--- src/rtl/pu_controller_if.sv ---
`default_nettype none
// ============================================================================
//  Module      : pu_controller_if
//  Description : Control/address bundle between the PU sequencer and the
//                memories / datapath it drives.
//  Revision    : 1.0  initial release
// ============================================================================
interface pu_controller_if #(
    parameter int NUM_GROUPS  = 4,
    parameter int NUM_NEURONS = 4
);
    localparam int GW = (NUM_GROUPS  > 1) ? $clog2(NUM_GROUPS)  : 1;
    localparam int NW = (NUM_NEURONS > 1) ? $clog2(NUM_NEURONS) : 1;
    localparam int WW = (NUM_GROUPS * NUM_NEURONS > 1) ? $clog2(NUM_GROUPS * NUM_NEURONS) : 1;

    logic          start;
    logic [GW-1:0] x_addr;
    logic [WW-1:0] w_addr;
    logic          mult_write;
    logic          acc_first;
    logic          acc_en;
    logic          out_write;
    logic [NW-1:0] out_addr;
    logic          busy;
    logic          done;

    // Sequencer side
    modport master (
        input  start,
        output x_addr, w_addr, mult_write, acc_first, acc_en,
        output out_write, out_addr, busy, done
    );

    // Datapath / memory side
    modport slave (
        output start,
        input  x_addr, w_addr, mult_write, acc_first, acc_en,
        input  out_write, out_addr, busy, done
    );
endinterface
`default_nettype wire

--- src/rtl/pu_controller.sv ---
`default_nettype none
// ============================================================================
//  Module      : pu_controller
//  Description : Sequencer for a processing unit. For each neuron it walks
//                all input groups through FETCH -> MULT -> ACC, then stores
//                the neuron result; a run ends with a one-cycle done pulse.
//  Revision    : 1.0  initial release
// ============================================================================
module pu_controller #(
    parameter int NUM_GROUPS  = 4,
    parameter int NUM_NEURONS = 4
) (
    input  wire logic       clk,
    input  wire logic       rst,     // asynchronous, active-low
    pu_controller_if.master bus
);
    localparam int GW = (NUM_GROUPS  > 1) ? $clog2(NUM_GROUPS)  : 1;
    localparam int NW = (NUM_NEURONS > 1) ? $clog2(NUM_NEURONS) : 1;
    localparam int WW = (NUM_GROUPS * NUM_NEURONS > 1) ? $clog2(NUM_GROUPS * NUM_NEURONS) : 1;

    localparam logic [GW-1:0] c_group_last  = GW'(NUM_GROUPS - 1);
    localparam logic [NW-1:0] c_neuron_last = NW'(NUM_NEURONS - 1);

    localparam logic [2:0] S_IDLE  = 3'd0;
    localparam logic [2:0] S_FETCH = 3'd1;
    localparam logic [2:0] S_MULT  = 3'd2;
    localparam logic [2:0] S_ACC   = 3'd3;
    localparam logic [2:0] S_STORE = 3'd4;
    localparam logic [2:0] S_DONE  = 3'd5;

    logic [2:0]    r_state;
    logic [2:0]    w_state_next;
    logic [GW-1:0] r_group;
    logic [NW-1:0] r_neuron;

    logic w_group_last;
    logic w_neuron_last;

    assign w_group_last  = (r_group  == c_group_last);
    assign w_neuron_last = (r_neuron == c_neuron_last);

    // State register
    always_ff @(posedge clk or negedge rst) begin
        if (!rst) begin
            r_state <= S_IDLE;
        end else begin
            r_state <= w_state_next;
        end
    end

    // Group/neuron counters; last-index tests gate every increment so no wrap occurs
    always_ff @(posedge clk or negedge rst) begin
        if (!rst) begin
            r_group  <= '0;
            r_neuron <= '0;
        end else begin
            case (r_state)
                S_IDLE: begin
                    r_group  <= '0;
                    r_neuron <= '0;
                end
                S_ACC: begin
                    if (!w_group_last) begin
                        r_group <= r_group + GW'(1);
                    end
                end
                S_STORE: begin
                    if (!w_neuron_last) begin
                        r_neuron <= r_neuron + NW'(1);
                        r_group  <= '0;
                    end
                end
                S_DONE: begin
                    r_group  <= '0;
                    r_neuron <= '0;
                end
                default: begin
                    r_group  <= r_group;
                    r_neuron <= r_neuron;
                end
            endcase
        end
    end

    // Next-state decode
    always_comb begin
        w_state_next = r_state;
        case (r_state)
            S_IDLE:  w_state_next = bus.start ? S_FETCH : S_IDLE;
            S_FETCH: w_state_next = S_MULT;
            S_MULT:  w_state_next = S_ACC;
            S_ACC:   w_state_next = w_group_last ? S_STORE : S_FETCH;
            S_STORE: w_state_next = w_neuron_last ? S_DONE : S_FETCH;
            S_DONE:  w_state_next = S_IDLE;
            default: w_state_next = S_IDLE;
        endcase
    end

    // Output decode from registered state and counters only
    always_comb begin
        bus.mult_write = 1'b0;
        bus.acc_en     = 1'b0;
        bus.acc_first  = 1'b0;
        bus.out_write  = 1'b0;
        bus.done       = 1'b0;
        bus.busy       = (r_state != S_IDLE);
        bus.x_addr     = r_group;
        bus.w_addr     = WW'(r_neuron) * WW'(NUM_GROUPS) + WW'(r_group);
        bus.out_addr   = r_neuron;
        case (r_state)
            S_MULT:  bus.mult_write = 1'b1;
            S_ACC: begin
                bus.acc_en    = 1'b1;
                bus.acc_first = (r_group == '0);
            end
            S_STORE: bus.out_write = 1'b1;
            S_DONE:  bus.done      = 1'b1;
            default: bus.mult_write = 1'b0;
        endcase
    end
endmodule
`default_nettype wire

--- src/flat_wrapper.sv ---
// flat-port wrapper written by rule: the top's interface ports become plain ports
module pu_controller_flat 
#(
    parameter int NUM_GROUPS  = 4,
    parameter int NUM_NEURONS = 4
)
  (clk, rst, bus_start, bus_x_addr, bus_w_addr, bus_mult_write, bus_acc_first, bus_acc_en, bus_out_write, bus_out_addr, bus_busy, bus_done);
  pu_controller_if #(.NUM_GROUPS(NUM_GROUPS), .NUM_NEURONS(NUM_NEURONS)) bus_i ();
  input  wire logic clk;
  input  wire logic rst;
  input wire logic [$bits(bus_i.start)-1:0] bus_start;
  output wire logic [$bits(bus_i.x_addr)-1:0] bus_x_addr;
  output wire logic [$bits(bus_i.w_addr)-1:0] bus_w_addr;
  output wire logic [$bits(bus_i.mult_write)-1:0] bus_mult_write;
  output wire logic [$bits(bus_i.acc_first)-1:0] bus_acc_first;
  output wire logic [$bits(bus_i.acc_en)-1:0] bus_acc_en;
  output wire logic [$bits(bus_i.out_write)-1:0] bus_out_write;
  output wire logic [$bits(bus_i.out_addr)-1:0] bus_out_addr;
  output wire logic [$bits(bus_i.busy)-1:0] bus_busy;
  output wire logic [$bits(bus_i.done)-1:0] bus_done;
  assign bus_i.start = bus_start;
  assign bus_x_addr = bus_i.x_addr;
  assign bus_w_addr = bus_i.w_addr;
  assign bus_mult_write = bus_i.mult_write;
  assign bus_acc_first = bus_i.acc_first;
  assign bus_acc_en = bus_i.acc_en;
  assign bus_out_write = bus_i.out_write;
  assign bus_out_addr = bus_i.out_addr;
  assign bus_busy = bus_i.busy;
  assign bus_done = bus_i.done;
  pu_controller #(.NUM_GROUPS(NUM_GROUPS), .NUM_NEURONS(NUM_NEURONS)) u_core (.clk(clk), .rst(rst), .bus(bus_i));
endmodule
--- config.mk ---
export PLATFORM = sky130hd
export DESIGN_NAME = pu_controller_flat
export DESIGN_NICKNAME = d
export VERILOG_FILES = /design/src/rtl/pu_controller_if.sv /design/src/rtl/pu_controller.sv /design/src/flat_wrapper.sv
export SDC_FILE = /design/constraint.sdc
export NUM_CORES = 1
export LEC_CHECK = 0
export BUFFER_PORTS_ARGS = -buffer_cell sky130_fd_sc_hd__buf_2
export CORE_UTILIZATION = 36
export DETAILED_ROUTE_END_ITERATION = 10
export PLACE_DENSITY = 0.68
export SYNTH_ARGS = -nofsm -noshare
export SYNTH_HDL_FRONTEND = slang
export SYNTH_SLANG_ARGS = --single-unit
--- constraint.sdc ---
create_clock -name clk -period 3.3 [get_ports clk]
set_input_delay 0 -clock clk [delete_from_list [all_inputs] [get_ports clk]]
set_output_delay 0 -clock clk [all_outputs]
set_load 0.01 [all_outputs]
==> summary.txt <==
Drt
  – Antenna viol nets, final: 0
  – Remaining DRCs: 0
  – DR pass1 iterations: 4
  – WL final: ~940 um
  – Via count: approximately 440
  – Initial DRC Count: 9
  – DR WL/cell: 10.9 um
  – Vias/cell: 5.13

Pwr
  – Power density cells: a little over 800 nW/um^2
  – Final Power: approximately 0.49 mW
  – Leakage power: 0.300 nW
  – Peak VDD IR: approximately 0.31 mV

Worst setup path
  – Worst r2r path cells: 5
  – Req. time, crit path: roughly 3.4 ns
  – WP data arrival: 1.72 ns
  – CP Class: register to register
  – Reg2reg start: u_core.bus.x_addr[1]
  – CP endpoint kind: register
  – Worst reg2reg path endpoint: u_core.bus.x_addr[1]
  – Crit-path max FO: 7
  – Reg2Reg Setup Slack: around 1.7 ns
  – Critical path startpoint category: register

GRT
  – Total gr overflow: 0
  – Vias in the first global route: around 380
  – Largest net degree at the start of global routing: 21
  – GRT Resource Usage Total: approximately 15%
  – Initial antenna violation count: 0
  – First-pass GRT wire length: approximately 1600 um

STA
  – Final min period: about 1.6 ns
  – Fin Hold WS: roughly 0.12 ns
  – Final worst slack: 1.70 ns
  – Rel. slew slack: between 60 and 70%
  – Tcrit/Tclk final: around 48%
  – Final number of setup-violating endpoints: 0
  – TNS Setup: 0 ns
  – Fin. Hold Viols: 0
  – RSZ-0062 raised after global routing: false
  – Slew @ Worst Pin: ~0.55 ns
  – Clk_skew: slightly above 0.008 ns
  – Max Slew Vio Count: 0
  – Max Clock Freq: about 630 MHz

Placement
  – Area after DPL: between 500 and 600 um^2
  – Buffers on Ports: 16
  – Detailed placement HPWL: approximately 650 um
  – GPL Wtd Cong: 0.744
  – DP Worst Slack: approximately 1.7 ns
  – Dpl cells: slightly above 80

Final layout
  – Diodes inserted: 0
  – Core Util, Final: 45.1%
  – Design area: between 500 and 600 um^2
  – Area Growth Syn to Fin: 13.9%
  – Final net count: slightly below 80
  – Layout fillers: ~130
  – Share of cells above drive strength 1: a little under two fifths
  – Layout Cells excl Fill: between 80 and 90
  – Most frequent cells in the layout: buf_2 (16), nor2_1 (7), o21ai_0 (7), dfrtp_1 (7), nand2_1 (4)
  – Commonest non-fill, non-tap cell in the layout: buf_2

Clocking
  – CTS tree: yes
  – Longest Clk Path Bufs: 2
  – TritonCTS Buffers: 3
  – Reg clk slew, reported paths: 0.05 ns
  – PostCTS Resize Cnt: 0
  – Worst skew pair latency: 0.25 ns
  – Clock Sinks: 7
  – CTS H-tree lvls: 1
  – Clk root buf: clkbuf_4

Flow run
  – Max-cap violations: 0

Floorplan
  – Site Rows: 13
  – Die ar.: between 1500 and 2000 um^2
  – Core Area: roughly 1300 um^2
  – I/O pins: 17
  – Starting Density: 39.6%
  – Die width: 40.1 um
  – Die height: roughly 40 um

Yosys
  – Synth Register Bits: 7
  – Largest family of logic cells by synthesized area: simple AND/OR/NAND/NOR gates
  – Post-synthesis simple-gate area fraction: about a quarter
  – Post-synth cell types: 28
  – Mux contribution to synthesized area: 0%
  – Avg Inst Size Synth: roughly 9.0 um^2
  – Fraction of the mapped netlist area in compound gates: a little under a fifth
  – Syn Nets: 64
  – Ys Warns: 0
  – Seq/Total Area, Yosys: 33.6%
  – Post-synthesis cell area: approximately 520 um^2
  – Xor and xnor area share after synthesis: approximately 1.7%
  – Synth Area in Adders: ~7.2%
  – Syn Inst Count: 58

Min path
  – Worst Hold Class: input port to async pin

Run status
  – Status: finished, final reports clean
## how the worst max path moves through the flow
stage	startpoint	to	slack [ns]	cells after the start
floorplan	u_core.bus.x_addr[1]	u_core.bus.x_addr[1]	1.73	5
global route	u_core.bus.x_addr[1]	u_core.bus.x_addr[1]	1.56	5
CTS	u_core.bus.x_addr[1]	u_core.bus.x_addr[1]	1.69	5
finish	u_core.bus.x_addr[1]	u_core.bus.x_addr[1]	1.70	5
detailed placement	u_core.bus.x_addr[1]	u_core.bus.x_addr[1]	1.69	5
global placement	u_core.bus.x_addr[1]	u_core.bus.x_addr[1]	1.71	5
## report_power, final
part | switching (mW) | total [mW] | internal (mW) | leakage [nW]
logic | 0.105 | 0.235 | 0.130 | 0.194
clock network | 0.0298 | 0.0759 | 0.0460 | 0.0150
registers | 0.0644 | 0.176 | 0.112 | 0.0906
total | 0.199 | 0.487 | 0.288 | 0.300
## sequential cells by signal, indices dropped and copies added, names as in the netlist
name                 count
u_core.bus.x_addr        2
u_core.r_state           3
u_core.bus.out_addr      2
## timing repair
action	CTS	global route
setup buffers	0	0
endpoints found under the setup margin	0	0
hold endpoints to repair	7	0
hold buffers	1	0
## cell usage after synthesis
master / instances / area (um^2)
o21ai_0: 7 / 35.0
a22oi_1: 1 / 7.51
dfrtp_1: 7 / 175
nand2_1: 4 / 15.0
a22o_1: 1 / 8.76
buf_2: 2 / 10.0
a221oi_1: 1 / 8.76
and3_2: 1 / 7.51
inv_1: 2 / 7.51
nor3_1: 1 / 5.00
or4_1: 1 / 7.51
nor3b_1: 1 / 7.51
nand2b_1: 1 / 6.26
a21oi_1: 2 / 10.0
ha_1: 3 / 37.5
a21boi_1: 1 / 7.51
and2_2: 1 / 7.51
buf_6: 2 / 22.5
xnor2_1: 1 / 8.76
or3b_2: 1 / 8.76
nor3b_2: 1 / 12.5
nor2_1: 7 / 26.3
buf_4: 4 / 30.0
or3_2: 1 / 7.51
nor2b_4: 1 / 13.8
nand3b_1: 1 / 7.51
a22o_2: 1 / 10.0
o21ba_2: 1 / 10.0
## kinds of logic (layout without fill, tap and decap cells)
group | after synthesis | after routing
AO/OA/AOI/OAI | 15 | 15
XOR/XNOR | 1 | 1
adder cells (fa/ha/maj) | 3 | 3
buffers and inverters | 10 | 23
flip-flops | 7 | 7
AND/OR/NAND/NOR | 22 | 22
## critical path, cell delays in order (launching register included)
cell      delay [ns]
dfrtp_1         0.44
inv_1           0.10
ha_1            0.28
nand3b_1        0.08
a21boi_1        0.07
or4_1           0.50
## layer usage
metal / vias up / track usage [%] / part of all wire, %
met5: - / 0 / 0
met4: 0 / 2.59 / 0
met3: 0 / 8.33 / 6.6
met2: 17 / 24.6 / 44
met1: 204 / 18.1 / 49
li1: 220 / - / -
## area by class of cell
class / count / area (um^2) / share of cell area [%]
clock buffer: 4 / 26.3 / 4.42
multi-input combinational: 41 / 277 / 46.5
sequential: 7 / 175 / 29.5
timing repair buffer: 17 / 90.1 / 15.2
inverter: 2 / 7.51 / 1.26
tap: 15 / 18.8 / 3.16
No activity file was read; power rests on OpenSTA's default activity.
